File: config.mk
export PLATFORM = sky130hd
export DESIGN_NAME = debug_host_link
export DESIGN_NICKNAME = d
export VERILOG_FILES = /design/src/rtl/debug_host_link.sv
export SDC_FILE = /design/constraint.sdc
export NUM_CORES = 1
export LEC_CHECK = 0
export ABC_AREA = 0
export CAP_MARGIN = 20
export CORE_MARGIN = 1.5
export CORE_UTILIZATION = 46
export DETAILED_ROUTE_END_ITERATION = 10
export GPL_ROUTABILITY_DRIVEN = 0
export PLACE_DENSITY = 0.78
export SETUP_SLACK_MARGIN = 0.4
export SLEW_MARGIN = 10
export SYNTH_ARGS = -nofsm -noshare
export SYNTH_HDL_FRONTEND = slang
export SYNTH_SLANG_ARGS = --single-unit
File: constraint.sdc
create_clock -name i_clock -period 5.6 [get_ports i_clock]
set_input_delay 1.12 -clock i_clock [delete_from_list [all_inputs] [get_ports i_clock]]
set_output_delay 1.12 -clock i_clock [all_outputs]
set_load 0.02 [all_outputs]
File: src/rtl/debug_host_link.sv
// Host-side debug link: streams a program to the target over UART, selects run mode,
// then collects PC/register/memory dumps returned by the target as 32-bit words.
//
// state     | meaning
// IDLE      | waiting for the first program word
// LOAD      | sending program words; an all-zero word ends the program
// MODE_WAIT | program loaded, waiting for debug or continuous run request
// SEND_CMD  | mode/step command byte in flight
// READY     | debug mode, waiting for a step request
// RECV_DUMP | assembling dump words from received bytes
// DONE      | continuous run finished, held until reset
module debug_host_link #(
  parameter int DATA_WIDTH = 32,
  parameter int DATA_WIDTH_UART = 8,
  parameter int N_REGS = 32,
  parameter int N_MEM = 32,
  parameter logic [DATA_WIDTH_UART-1:0] CMD_DEBUG = 8'hFF,
  parameter logic [DATA_WIDTH_UART-1:0] CMD_RUN = 8'h55,
  parameter logic [DATA_WIDTH_UART-1:0] CMD_STEP = 8'hAA
) (
  input  logic                       i_clock,
  input  logic                       i_reset,
  input  logic                       i_prog_valid,
  input  logic [DATA_WIDTH-1:0]      i_prog_word,
  output logic                       o_prog_ready,
  input  logic                       i_run_debug,
  input  logic                       i_run_cont,
  input  logic                       i_step,
  output logic                       o_tx_signal,
  output logic [DATA_WIDTH_UART-1:0] o_tx_result,
  input  logic                       i_tx_done,
  input  logic                       i_rx_done,
  input  logic [DATA_WIDTH_UART-1:0] i_rx_data,
  output logic [DATA_WIDTH-1:0]      o_word,
  output logic                       o_word_valid,
  output logic [1:0]                 o_word_sel,
  output logic [5:0]                 o_word_idx,
  output logic                       o_dump_done,
  output logic                       o_busy,
  output logic                       o_rx_err
);

  localparam int BPW = DATA_WIDTH / DATA_WIDTH_UART;
  localparam int BCW = (BPW > 1) ? $clog2(BPW) : 1;
  localparam int TOTAL = 1 + N_REGS + N_MEM;
  localparam int WCW = $clog2(TOTAL + 1);
  localparam logic [DATA_WIDTH-DATA_WIDTH_UART-1:0] PAD = '0;

  typedef enum logic [2:0] {
    IDLE, LOAD, MODE_WAIT, SEND_CMD, READY, RECV_DUMP, DONE
  } state_t;

  state_t state, state_next;

  logic                              tx_active;
  logic [BCW-1:0]                    tx_left;
  logic [DATA_WIDTH-1:0]             tx_shift;
  logic                              tx_start;
  logic [DATA_WIDTH-1:0]             tx_data;
  logic [BCW-1:0]                    tx_count;
  logic                              word_zero;
  logic                              mode_debug;
  logic                              cmd_to_dump;
  logic [BCW-1:0]                    rx_byte_cnt;
  logic [WCW-1:0]                    rx_word_cnt;
  logic [DATA_WIDTH-DATA_WIDTH_UART-1:0] rx_shift;
  logic                              accept;
  logic                              tx_last_done;
  logic                              rx_word_end;
  logic                              dump_end;
  logic [1:0]                        word_sel;
  logic [WCW-1:0]                    word_idx;

  assign o_prog_ready = (state == IDLE || state == LOAD) && !tx_active;
  assign accept       = i_prog_valid && o_prog_ready;
  assign tx_last_done = tx_active && i_tx_done && (tx_left == '0);
  assign rx_word_end  = (state == RECV_DUMP) && i_rx_done && (rx_byte_cnt == BCW'(BPW - 1));
  assign dump_end     = rx_word_end && (rx_word_cnt == WCW'(TOTAL - 1));
  assign o_busy       = !(state == IDLE || state == READY);

  always_ff @(posedge i_clock or posedge i_reset) begin
    if (i_reset) state <= IDLE;
    else         state <= state_next;
  end

  always_comb begin
    state_next = state;
    tx_start   = 1'b0;
    tx_data    = '0;
    tx_count   = '0;
    case (state)
      IDLE, LOAD: begin
        if (accept) begin
          tx_start   = 1'b1;
          tx_data    = i_prog_word;
          tx_count   = BCW'(BPW - 1);
          state_next = LOAD;
        end else if (state == LOAD && tx_last_done && word_zero) begin
          state_next = MODE_WAIT;
        end
      end
      MODE_WAIT: begin
        // debug wins when both requests arrive together
        if (i_run_debug) begin
          tx_start   = 1'b1;
          tx_data    = {CMD_DEBUG, PAD};
          state_next = SEND_CMD;
        end else if (i_run_cont) begin
          tx_start   = 1'b1;
          tx_data    = {CMD_RUN, PAD};
          state_next = SEND_CMD;
        end
      end
      SEND_CMD: begin
        if (tx_last_done) state_next = cmd_to_dump ? RECV_DUMP : READY;
      end
      READY: begin
        if (i_step) begin
          tx_start   = 1'b1;
          tx_data    = {CMD_STEP, PAD};
          state_next = SEND_CMD;
        end
      end
      RECV_DUMP: begin
        if (dump_end) state_next = mode_debug ? READY : DONE;
      end
      DONE: state_next = DONE;
      default: state_next = IDLE;
    endcase
  end

  always_ff @(posedge i_clock or posedge i_reset) begin
    if (i_reset) begin
      word_zero   <= 1'b0;
      mode_debug  <= 1'b0;
      cmd_to_dump <= 1'b0;
    end else begin
      if (accept) word_zero <= (i_prog_word == '0);
      if (state == MODE_WAIT && (i_run_debug || i_run_cont)) begin
        mode_debug  <= i_run_debug;
        cmd_to_dump <= !i_run_debug;
      end else if (state == READY && i_step) begin
        cmd_to_dump <= 1'b1;
      end
    end
  end

  // Byte sender: next byte leaves on the cycle after the previous byte's done.
  always_ff @(posedge i_clock or posedge i_reset) begin
    if (i_reset) begin
      tx_active   <= 1'b0;
      tx_left     <= '0;
      tx_shift    <= '0;
      o_tx_signal <= 1'b0;
      o_tx_result <= '0;
    end else begin
      o_tx_signal <= 1'b0;
      if (tx_start) begin
        tx_active   <= 1'b1;
        o_tx_signal <= 1'b1;
        o_tx_result <= tx_data[DATA_WIDTH-1 -: DATA_WIDTH_UART];
        tx_shift    <= tx_data << DATA_WIDTH_UART;
        tx_left     <= tx_count;
      end else if (tx_active && i_tx_done) begin
        if (tx_left != '0) begin
          o_tx_signal <= 1'b1;
          o_tx_result <= tx_shift[DATA_WIDTH-1 -: DATA_WIDTH_UART];
          tx_shift    <= tx_shift << DATA_WIDTH_UART;
          tx_left     <= tx_left - 1'b1;
        end else begin
          tx_active <= 1'b0;
        end
      end
    end
  end

  always_comb begin
    word_sel = 2'd0;
    word_idx = '0;
    if (rx_word_cnt == '0) begin
      word_sel = 2'd0;
    end else if (rx_word_cnt <= WCW'(N_REGS)) begin
      word_sel = 2'd1;
      word_idx = rx_word_cnt - WCW'(1);
    end else begin
      word_sel = 2'd2;
      word_idx = rx_word_cnt - WCW'(N_REGS + 1);
    end
  end

  always_ff @(posedge i_clock or posedge i_reset) begin
    if (i_reset) begin
      rx_byte_cnt  <= '0;
      rx_word_cnt  <= '0;
      rx_shift     <= '0;
      o_word       <= '0;
      o_word_valid <= 1'b0;
      o_word_sel   <= 2'd0;
      o_word_idx   <= 6'd0;
      o_dump_done  <= 1'b0;
      o_rx_err     <= 1'b0;
    end else begin
      o_word_valid <= 1'b0;
      o_dump_done  <= 1'b0;
      if (state != RECV_DUMP && state_next == RECV_DUMP) begin
        rx_byte_cnt <= '0;
        rx_word_cnt <= '0;
      end else if (state == RECV_DUMP && i_rx_done) begin
        rx_shift    <= {rx_shift[DATA_WIDTH-2*DATA_WIDTH_UART-1:0], i_rx_data};
        rx_byte_cnt <= rx_byte_cnt + 1'b1;
        if (rx_word_end) begin
          rx_byte_cnt  <= '0;
          o_word       <= {rx_shift, i_rx_data};
          o_word_valid <= 1'b1;
          o_word_sel   <= word_sel;
          o_word_idx   <= 6'(word_idx);
          o_dump_done  <= dump_end;
          // hold at the last index so the count never wraps inside a dump
          if (!dump_end) rx_word_cnt <= rx_word_cnt + 1'b1;
        end
      end
      if (state != RECV_DUMP && i_rx_done) o_rx_err <= 1'b1;
    end
  end

endmodule

==> flow_summary.toml <==
[synthesis]
synth_area_leaders = "dfrtp_1 (55%), nand2_1 (9.8%), mux2_2 (5.1%)"
async_flop_share_pct = 100
ys_seq_area_share_pct = 55.2
ys_ff_latch = 118
synthCells = 502
synth_commonest_cells = "nand2_1 (139), dfrtp_1 (118), mux2_2 (24)"
syn_avg_cell_area_um2 = 10.7
synth_edf_count = 0
synth_most_common_cell = "nand2_1"
synth_area_mm2 = 0.00535
yosys_warnings = 0
synth_cell_types = 51
yosysTopAreaCell = "dfrtp_1"
yosys.area.top_type_share_pct = 55.2
synth_fp_nets = 555
synth_ff_type = "dfrtp_1"

[clock_tree]
cts_sinks = 118
h-tree-depth = 4
clockBufferDepth = 2
clk_pin_slew_worst_paths_ns = 0.06
postCtsSetupBuffers = 0
cts_tree = "done"
post_cts_resized = 0
insertion_delay_ns = 0.41
hold_buffers = 0
clockRootBuffer = "clkbuf_16"
cts_made_buffers = 17

[timing]
period_share_pct = 54.8
finalSetupViolations = 0
setup_ws_ns = 2.53
finalMaxSlewViolations = 0
fin_crit_ns = 3.07
worst_pin_slew_ns = 0.891
rsz0062_at_grt = "no"
finalHoldViolCount = 0
slew-limit-headroom_pct = 40.6
clock_skew_ns = 0.0128
fmax_ghz = 0.326
setup_tns_ns = 0

[grt]
grt_max_degree = 78
grt_pass1_wl_mm = 20.2
grt-ovfl-total = 0
antenna_found_initial = 0
first_global_vias = 4159
track_usage_pct = 20.4

[die]
core_area_mm2 = 0.0114
top_level_ports = 102
rows = 39
initial_core_util_pct = 47.1
die_w_um = 111
dieArea_mm2 = 0.0123
die_y_um = 111

[route]
avgViaCountPerCell = 5.40
via_count = 4043
detailedRoute.firstPassIterationCount = 4
wl_mm = 11.8
post_drt_wl_per_cell_um = 15.7
drt_iter0_markers = 306
antenna_left = 0
drc = 0

[critical_path]
crit_path_top_delay_cell = "inv_2"
end_kind = "flip-flop"
crit_fanout = 43
critPathArrivalTime_ns = 3.34
start_kind = "input pin"
cp.required_ns = 5.87
crit_type = "in2reg"
path_cells = "clkdlybuf4s50_1 -> nand3_4 -> inv_2 -> nand4_1 -> xor2_1 -> nor2_1"
max_stage_delay_ns = 0.73

[finish]
area_growth_pct = 30.1
diodes = 0
n_fill_cell = 907
nets = 646
regArea_mm2 = 0.00295
multi_input_area_mm2 = 0.00218
drive_above_1_share_pct = 13.0

[outcome]
status = "finished clean"

[power]
leakage_nw = 3.34
peakVddDrop_mv = 0.252
p_per_area_mw_per_mm2 = 370

[placement]
hpwl_mm = 8.04
port-buffer-count = 101
pre_cts_ws_ns = 2.12

[flow_run]
drv_cap = 0

[worst_hold_path]
hp-class = "reg2reg"
==> per-layer routing <==
layer | GRT usage, % | up-vias | wire (µm)
met3 | 5.25 | 21 | 537
met5 | 0 | - | 0
met4 | 7.09 | 0 | 205
li1 | - | 1917 | -
met1 | 26.9 | 1986 | 5300
met2 | 33.0 | 119 | 5750
==> cell type report <==
cell class | count | share of cell area [%]
clock buffers | 17 | 6.11
clock inverters | 15 | 2.19
inverters | 10 | 0.575
multi-input cells | 342 | 31.3
flip-flops and latches | 118 | 42.4
well taps | 143 | 2.57
repair buffers | 104 | 14.9
==> cell families after synthesis <==
kind of cell | synth area share, %
adder cells (fa/ha/maj) | 1.17
XOR/XNOR | 1.80
flip-flops | 55.2
buffers and inverters | 4.26
AND/OR/NAND/NOR | 17.9
AO/OA/AOI/OAI | 10.5
multiplexers | 9.17
==> registers in the layout (all words and copies together), names as in the netlist <==
name and flops:
o_word 32, rx_shift 24, tx_shift 24, o_tx_result 8, rx_word_cnt 7, o_word_idx 6, state 3, o_word_sel 2
rx_byte_cnt 2, tx_left 2, cmd_to_dump 1, mode_debug 1, o_dump_done 1, o_rx_err 1, o_tx_signal 1, o_word_valid 1
tx_active 1, word_zero 1
==> per-stage QoR <==
stage	utilization [%]	cell area (µm²)	std cells	power (mW)	hold slack [ns]
finish	61.2	6960	749	2.57	0.464
global route	61.2	6960	749	2.69	0.487
CTS	61.2	6960	749	2.59	0.462
detailed placement	56.1	6380	717	1.55	0.449
global placement	56.1	6380	717	1.53	0.443
floorplan	-	5350	502	1.37	0.433
==> worst max-delay path, delay by kind of cell <==
family,cells,cell delay [ns]
buffers and inverters,2,1.32
XOR/XNOR,1,0.19
AND/OR/NAND/NOR,3,0.69
==> final timing paths <==
path	from	endpoint	slack [ns]	cells past startpoint
worst max-delay path	i_rx_done	rx_word_cnt[4]	2.53	6
worst min-delay path	rx_shift[20]	o_word[28]	0.46	2
worst max register to register	state[2]	rx_word_cnt[4]	2.66	6
worst min register to register	rx_shift[20]	o_word[28]	0.46	2
max in group asynchronous	i_reset	tx_shift[27]	3.26	3
min in group asynchronous	i_reset	o_word[1]	1.25	2
==> cells in the final DEF, fill, tap and decap left out, drive strengths merged, types with 11 or more instances in the layout <==
cell / instances
o21ai: 14
o31ai: 19
mux2: 24
nor2: 14
dfrtp: 118
nand2: 140
mux2i: 22
a21oi: 11
inv: 20
clkbuf: 17
clkdlybuf4s50: 101
==> power by group <==
part           switching (mW)  total [mW]  internal [mW]
clock network           0.451        1.04          0.594
registers              0.0741        1.04          0.966
logic                   0.251       0.491          0.240
total                   0.776        2.57           1.80
Power figures use the tool's default switching activity.
